File: src/rtl/cra_pkg.sv
// ----------------------------------------------------------------------------
// cra_pkg
// Shared definitions for the CRA diagnostic path: the diagnostic function
// codes that arrive from the console/EBUS decoder and the state encoding
// used by the diagnostic sequencer.
// No ports (package).
// ----------------------------------------------------------------------------
package cra_pkg;

    // Diagnostic function codes (octal, as the console documents them)
    localparam logic [8:0] DIAG_LDADR_LO = 9'o051;
    localparam logic [8:0] DIAG_LDADR_HI = 9'o052;
    localparam logic [8:0] DIAG_DISP     = 9'o053;
    localparam logic [8:0] DIAG_STEP     = 9'o054;
    localparam logic [8:0] DIAG_READ     = 9'o055;
    localparam logic [8:0] DIAG_FORCE    = 9'o056;

    // Sequencer states
    typedef enum logic [2:0] {
        IDLE,
        DISP,
        STEP,
        RDREQ,
        RDDRV,
        FORCE
    } diagState_e;

    // True for any function code this block recognises; everything else is
    // silently ignored and never raises diagErr.
    function automatic logic isDiagFunc(input logic [8:0] code);
        return (code >= DIAG_LDADR_LO) && (code <= DIAG_FORCE);
    endfunction

endpackage

File: src/rtl/cra_diag_cnt.sv
// ----------------------------------------------------------------------------
// cra_diag_cnt
// Loadable down-counter with a zero flag. Used by the diagnostic sequencer
// both for the single-step cycle count and for the EBUS drive hold count.
// Decrement saturates at zero so the count can never wrap.
//
// Ports:
//   clk        system clock
//   resetN     asynchronous active-low reset (count -> 0)
//   i_load     load i_loadVal this edge (takes priority over i_dec)
//   i_loadVal  value to load
//   i_dec      decrement by one this edge (ignored when already zero)
//   o_count    current count
//   o_zero     count is zero
// ----------------------------------------------------------------------------
module cra_diag_cnt #(
    parameter int W = 8
) (
    input  logic         clk,
    input  logic         resetN,
    input  logic         i_load,
    input  logic [W-1:0] i_loadVal,
    input  logic         i_dec,
    output logic [W-1:0] o_count,
    output logic         o_zero
);

    logic [W-1:0] r_count;

    always_ff @(posedge clk or negedge resetN) begin
        if (!resetN) begin
            r_count <= '0;
        end else if (i_load) begin
            r_count <= i_loadVal;
        end else if (i_dec && (r_count != '0)) begin
            r_count <= r_count - W'(1);
        end
    end

    assign o_count = r_count;
    assign o_zero  = (r_count == '0);

endmodule

File: src/rtl/cra_diag_seq.sv
// ----------------------------------------------------------------------------
// cra_diag_seq
// Diagnostic sequencer for the CRA micro-address path. Decodes diagnostic
// function strobes from the console/EBUS side, loads the 11-bit diagnostic
// CRAM address and sequences CRA through diag dispatch, force-to-1777,
// N-cycle single-step and CRADR readback onto EBUS. Every output comes
// straight from a flop so nothing decoded from state can glitch onto EBUS.
//
// Ports:
//   clk          system clock
//   resetN       asynchronous active-low reset
//   diagStrobe   one-cycle valid for diagFunc
//   diagFunc     diagnostic function code (octal 051..056 used)
//   ebusIn       EBUS data (bit 0 is MSB)
//   CRADR        current CRAM address from cra
//   ebusGrant    EBUS arbiter grant
//   diagAdr      diagnostic CRAM address
//   diagDispEn   cra takes dispatch from diagAdr this cycle
//   force1777    force CRADR to 1777
//   runEnable    microcode clock enable for stepping
//   ebusReq      EBUS request
//   drivingEBUS  block drives EBUS
//   ebusOut      EBUS data when driving, else 0
//   busy         sequencer not IDLE
//   diagErr      one-cycle pulse: function rejected because busy
// ----------------------------------------------------------------------------
module cra_diag_seq
    import cra_pkg::*;
#(
    parameter int EBUS_HOLD = 3,
    parameter int STEP_W    = 8
) (
    input  logic        clk,
    input  logic        resetN,
    input  logic        diagStrobe,
    input  logic [0:8]  diagFunc,
    input  logic [0:35] ebusIn,
    input  logic [11:0] CRADR,
    input  logic        ebusGrant,
    output logic [0:10] diagAdr,
    output logic        diagDispEn,
    output logic        force1777,
    output logic        runEnable,
    output logic        ebusReq,
    output logic        drivingEBUS,
    output logic [0:35] ebusOut,
    output logic        busy,
    output logic        diagErr
);

    localparam int HOLD_W = $clog2(EBUS_HOLD + 1);

    diagState_e r_state, w_state;

    logic [0:10] r_diagAdr, w_diagAdr;
    logic        r_dispEn,  w_dispEn;
    logic        r_force,   w_force;
    logic        r_run,     w_run;
    logic        r_req,     w_req;
    logic        r_drive,   w_drive;
    logic [0:35] r_ebusOut, w_ebusOut;
    logic        r_busy,    w_busy;
    logic        r_err,     w_err;

    logic              w_stepLoad, w_stepDec, w_stepZero;
    logic [STEP_W-1:0] w_stepN, w_stepCnt;
    logic              w_holdLoad, w_holdDec, w_holdZero;
    logic [HOLD_W-1:0] w_holdCnt;
    logic              w_stepLast, w_holdLast;
    logic              w_unused;

    // Step count is the low STEP_W bits of the EBUS word
    assign w_stepN  = ebusIn[36-STEP_W:35];
    assign w_unused = ^ebusIn;

    cra_diag_cnt #(.W(STEP_W)) u_stepCnt (
        .clk       (clk),
        .resetN    (resetN),
        .i_load    (w_stepLoad),
        .i_loadVal (w_stepN),
        .i_dec     (w_stepDec),
        .o_count   (w_stepCnt),
        .o_zero    (w_stepZero)
    );

    cra_diag_cnt #(.W(HOLD_W)) u_holdCnt (
        .clk       (clk),
        .resetN    (resetN),
        .i_load    (w_holdLoad),
        .i_loadVal (HOLD_W'(EBUS_HOLD)),
        .i_dec     (w_holdDec),
        .o_count   (w_holdCnt),
        .o_zero    (w_holdZero)
    );

    // The counter holds the number of cycles still to run including the
    // current one, so a count of one (or zero for n=0) ends the phase.
    assign w_stepLast = w_stepZero || (w_stepCnt == STEP_W'(1));
    assign w_holdLast = w_holdZero || (w_holdCnt == HOLD_W'(1));

    // Next-state and next-output logic. Outputs are computed for the cycle
    // that follows the edge and then registered below.
    always_comb begin
        w_state    = r_state;
        w_diagAdr  = r_diagAdr;
        w_dispEn   = 1'b0;
        w_force    = 1'b0;
        w_run      = 1'b0;
        w_req      = 1'b0;
        w_drive    = 1'b0;
        w_ebusOut  = '0;
        w_err      = 1'b0;
        w_stepLoad = 1'b0;
        w_stepDec  = 1'b0;
        w_holdLoad = 1'b0;
        w_holdDec  = 1'b0;

        case (r_state)
            IDLE: begin
                if (diagStrobe) begin
                    case (diagFunc)
                        DIAG_LDADR_LO: w_diagAdr[5:10] = ebusIn[0:5];
                        DIAG_LDADR_HI: w_diagAdr[0:4]  = ebusIn[1:5];
                        DIAG_DISP: begin
                            w_state  = DISP;
                            w_dispEn = 1'b1;
                        end
                        DIAG_STEP: begin
                            w_state    = STEP;
                            w_stepLoad = 1'b1;
                            w_run      = (w_stepN != '0);
                        end
                        DIAG_READ: begin
                            w_state = RDREQ;
                            w_req   = 1'b1;
                        end
                        DIAG_FORCE: begin
                            w_state = FORCE;
                            w_force = 1'b1;
                        end
                        default: ;
                    endcase
                end
            end
            DISP, FORCE: begin
                w_state = IDLE;
            end
            STEP: begin
                if (w_stepLast) begin
                    w_state = IDLE;
                end else begin
                    w_stepDec = 1'b1;
                    w_run     = 1'b1;
                end
            end
            RDREQ: begin
                w_req = 1'b1;
                if (ebusGrant) begin
                    w_state    = RDDRV;
                    w_holdLoad = 1'b1;
                    w_drive    = 1'b1;
                    w_ebusOut  = {24'b0, CRADR};
                end
            end
            RDDRV: begin
                if (w_holdLast) begin
                    w_state = IDLE;
                end else begin
                    w_holdDec = 1'b1;
                    w_req     = 1'b1;
                    w_drive   = 1'b1;
                    w_ebusOut = r_ebusOut;
                end
            end
            default: begin
                w_state = IDLE;
            end
        endcase

        // A recognised function arriving mid-operation is dropped and flagged
        if (diagStrobe && isDiagFunc(diagFunc) && (r_state != IDLE)) begin
            w_err = 1'b1;
        end

        w_busy = (w_state != IDLE);
    end

    // State and output registers
    always_ff @(posedge clk or negedge resetN) begin
        if (!resetN) begin
            r_state   <= IDLE;
            r_diagAdr <= '0;
            r_dispEn  <= 1'b0;
            r_force   <= 1'b0;
            r_run     <= 1'b0;
            r_req     <= 1'b0;
            r_drive   <= 1'b0;
            r_ebusOut <= '0;
            r_busy    <= 1'b0;
            r_err     <= 1'b0;
        end else begin
            r_state   <= w_state;
            r_diagAdr <= w_diagAdr;
            r_dispEn  <= w_dispEn;
            r_force   <= w_force;
            r_run     <= w_run;
            r_req     <= w_req;
            r_drive   <= w_drive;
            r_ebusOut <= w_ebusOut;
            r_busy    <= w_busy;
            r_err     <= w_err;
        end
    end

    assign diagAdr     = r_diagAdr;
    assign diagDispEn  = r_dispEn;
    assign force1777   = r_force;
    assign runEnable   = r_run;
    assign ebusReq     = r_req;
    assign drivingEBUS = r_drive;
    assign ebusOut     = r_ebusOut;
    assign busy        = r_busy;
    assign diagErr     = r_err;

endmodule

File: config.mk
export PLATFORM = sky130hd
export DESIGN_NAME = cra_diag_seq
export DESIGN_NICKNAME = d
export VERILOG_FILES = /design/src/rtl/cra_pkg.sv /design/src/rtl/cra_diag_cnt.sv /design/src/rtl/cra_diag_seq.sv
export SDC_FILE = /design/constraint.sdc
export NUM_CORES = 1
export LEC_CHECK = 0
export BUFFER_PORTS_ARGS = -buffer_cell sky130_fd_sc_hd__buf_2
export CAP_MARGIN = 10
export CORE_UTILIZATION = 45
export DETAILED_ROUTE_END_ITERATION = 8
export GPL_ROUTABILITY_DRIVEN = 0
export PLACE_DENSITY = 0.79
export SYNTH_ARGS = -nofsm -noshare
export SYNTH_HDL_FRONTEND = slang
export SYNTH_HIERARCHICAL = 1
export SYNTH_SLANG_ARGS = --single-unit
File: constraint.sdc
create_clock -name clk -period 3.4 [get_ports clk]
set_input_delay 0.51 -clock clk [delete_from_list [all_inputs] [get_ports clk]]
set_output_delay 0.51 -clock clk [all_outputs]
set_load 0.005 [all_outputs]
==> run_results.csv <==
group,metric,value,unit
run_status,status,"completed",
synthesis,async_flop_share,100,%
grt,grt_pass1_wl,7.18,mm
clock_network,post_cts_resized,0,
grt,gr-usage-all-layers,17.6,%
sta,fin_worst_skew,0.00798,ns
sta,setup_tns,0,ns
worst_setup_path,worstPathMaxFanout,6,
sta,fin_ws,0.368,ns
synthesis,yosysWarnings,6,
grt,grt_pass1_vias,1623,
clock_network,clk_path_buf_depth,2,
final_layout,nets,343,
grt,grt_max_degree,44,
synthesis,syn_area_per_cell,11.0,um^2
clock_network,cts_tree,"built",
clock_network,cts_setup_buffers,0,
sta,slew_headroom,37.4,%
synthesis,ys_seq_area_share,46.7,%
routing,routed_wl,4.62,mm
placement,port_buffers,68,
sta,fin_crit,3.03,ns
placement,dpl.hpwl,3.40,mm
routing,drtAntennaViolNets,0,
clock_network,ctsHoldBuffers,0,
routing,first_iter_violations,138,
routing,drcViolationCount,0,
grt,gr-total-overflow,0,
min_path,min_path_type,"input port to async pin",
power_and_ir_drop,p_leak,0.00142,uW
routing,vias,1759,
grt,antenna_found_initial,0,
sta,setup_viol,0,
worst_setup_path,cp-end-kind,"register",
final_layout,diodes,0,
floorplanning,boundaryPins,115,
sta,period_share,89.2,%
final_layout,synthToLayoutAreaGrowth,18.2,%
final_layout,multi_input_area,1080,um^2
sta,finalHoldViolations,0,
clock_network,cts_buffers,5,
power_and_ir_drop,vdd_drop_max,176,uV
placement,pre_cts_ws,0.422,ns
synthesis,syn_inst,209,
sta,fmaxAchievable,0.330,GHz
clock_network,clkTransAtPathRegs,0.09,ns
final_layout,final_layout_size_suffix_gt1_share,36.8,%
floorplanning,dieArea,5410,um^2
routing,firstDrtPassIters,4,
synthesis,synth_cell_types,58,
final_layout,final_common_cell,"buf_2",
floorplanning,die_h,73.6,um
sta,tightest_slew,0.939,ns
sta,rsz0062_at_grt,"no",
routing,post_drt_wl_per_cell,13.3,um
synthesis,synth_seq_cells,43,
worst_setup_path,cp_data_required_time,3.62,ns
power_and_ir_drop,powerDensity,432,nW/um^2
floorplanning,std_cell_rows,25,
sta,holdWs,0.348,ns
final_layout,seq_area,1080,um^2
floorplanning,die_x,73.6,um
flow_run,maxCapViolations,0,
clock_network,insertion_delay,0.30,ns
worst_setup_path,crit_type,"register to register",
routing,viasPerCell,5.07,
synthesis,synthesis.area,2310,um^2
final_layout,fillers,448,
worst_setup_path,worstPathArrival,3.25,ns
synthesis,synth_edf_count,0,
clock_network,cts_root_buf,"clkbuf_8",
clock_network,cts_sinks,43,
final_layout,final_cell_mix,"68 x buf_2, 43 x dfrtp_1, 26 x conb_1",
worst_setup_path,start_kind,"register",
floorplanning,core-area,4820,um^2
sta,slew_viol_final,0,
clock_network,htreeDepth,2,
floorplanning,initial_core_util,47.9,%
synthesis,dominantRegCellSynth,"dfrtp_1",
==> state kept, by name (all words and copies together) (netlist names) <==
name	flops
busy	1
diagAdr	11
diagDispEn	1
diagErr	1
drivingEBUS	1
ebusOut	12
ebusReq	1
force1777	1
r_state	3
runEnable	1
u_holdCnt/o_count	2
u_stepCnt/o_count	8
==> final timing paths <==
path	end	from	cells after the start	slack, ns
worst max-delay path	u_stepCnt/o_count[3]$_DFFE_PN0P_	u_stepCnt/o_count[0]$_DFFE_PN0P_	9	0.37
worst min-delay path	diagAdr[2]$_DFFE_PN0P_	resetN	1	0.35
worst max register to register	u_stepCnt/o_count[3]$_DFFE_PN0P_	u_stepCnt/o_count[0]$_DFFE_PN0P_	9	0.37
worst min register to register	ebusOut[31]$_DFFE_PN0N_	ebusOut[31]$_DFFE_PN0N_	1	0.50
max in group asynchronous	u_stepCnt/o_count[3]$_DFFE_PN0P_	resetN	1	2.47
min in group clk	ebusOut[26]$_DFFE_PN0N_	CRADR[9]	2	0.41
==> critical path, cell delays in order, from the launching register on <==
cell	delay [ns]
dfrtp_1	0.40
inv_1	0.10
ha_1	0.24
or3b_2	0.23
nor2_1	0.05
or4b_2	0.68
a21oi_1	0.17
or3b_1	0.46
or4_1	0.44
o221ai_1	0.17
==> Yosys cell counts (2+ instances only) <==
cell type	number	area, um^2
dfrtp_1	43	1080
buf_4	24	180
a22o_1	12	105
mux2_2	11	124
nor2_1	9	33.8
nand2_1	8	30.0
inv_1	7	26.3
clkbuf_1	6	22.5
a21oi_1	5	25.0
nand4_1	5	31.3
nor3_1	5	25.0
nor4_1	5	31.3
nor2b_1	4	25.0
ha_1	3	37.5
nand3_1	3	15.0
nor3b_1	3	22.5
o21ai_0	3	15.0
or4_1	3	22.5
or4b_1	3	30.0
a221o_1	2	20.0
a31oi_1	2	12.5
buf_2	2	10.0
conb_1	2	7.51
nand2b_1	2	12.5
nor4_4	2	42.5
o211ai_1	2	15.0
or3_1	2	12.5
==> through the flow <==
| step | cells | cell area (um^2) | power, uW | utilization, % |
|---|---|---|---|---|
| after floorplan | 233 | 2400 | 781 | - |
| after global placement | 339 | 2630 | 831 | 54.6 |
| after detailed placement | 339 | 2630 | 840 | 54.6 |
| after CTS | 347 | 2730 | 1190 | 56.6 |
| after global routing | 347 | 2730 | 1250 | 56.6 |
| final | 347 | 2730 | 1180 | 56.6 |
==> cell type report <==
type,count,share of cell area [%]
Multi-Input combinational cell,150,39.5
Sequential cell,43,39.5
Timing Repair Buffer,71,13.3
Tap cell,67,3.08
Clock buffer,5,2.53
Inverter,8,1.10
Clock inverter,3,0.964
==> cell families after synthesis <==
group / after synthesis / synth area share (%)
compound gates: 40 / 13.9
xor+xnor: 1 / 0.380
fa+ha+maj: 3 / 1.63
buf+inv: 40 / 10.5
flops: 43 / 46.7
mux: 12 / 5.81
other cells: 2 / 0.326
simple gates: 68 / 20.8
==> power breakdown <==
group | switching [uW] | internal [uW] | leakage (uW)
Combinational | 121 | 106 | 0.000794
Clock | 192 | 152 | 0.0000495
Sequential | 50.4 | 556 | 0.000576
Total | 363 | 815 | 0.00142
==> routing by layer <==
layer,GRT usage [%],up-vias,wire length (um)
li1,-,869,-
met1,21.6,809,1920
met2,30.1,73,2340
met3,3.16,8,266
met4,8.12,0,87
met5,0,-,0
Power figures use the tool's default switching activity.
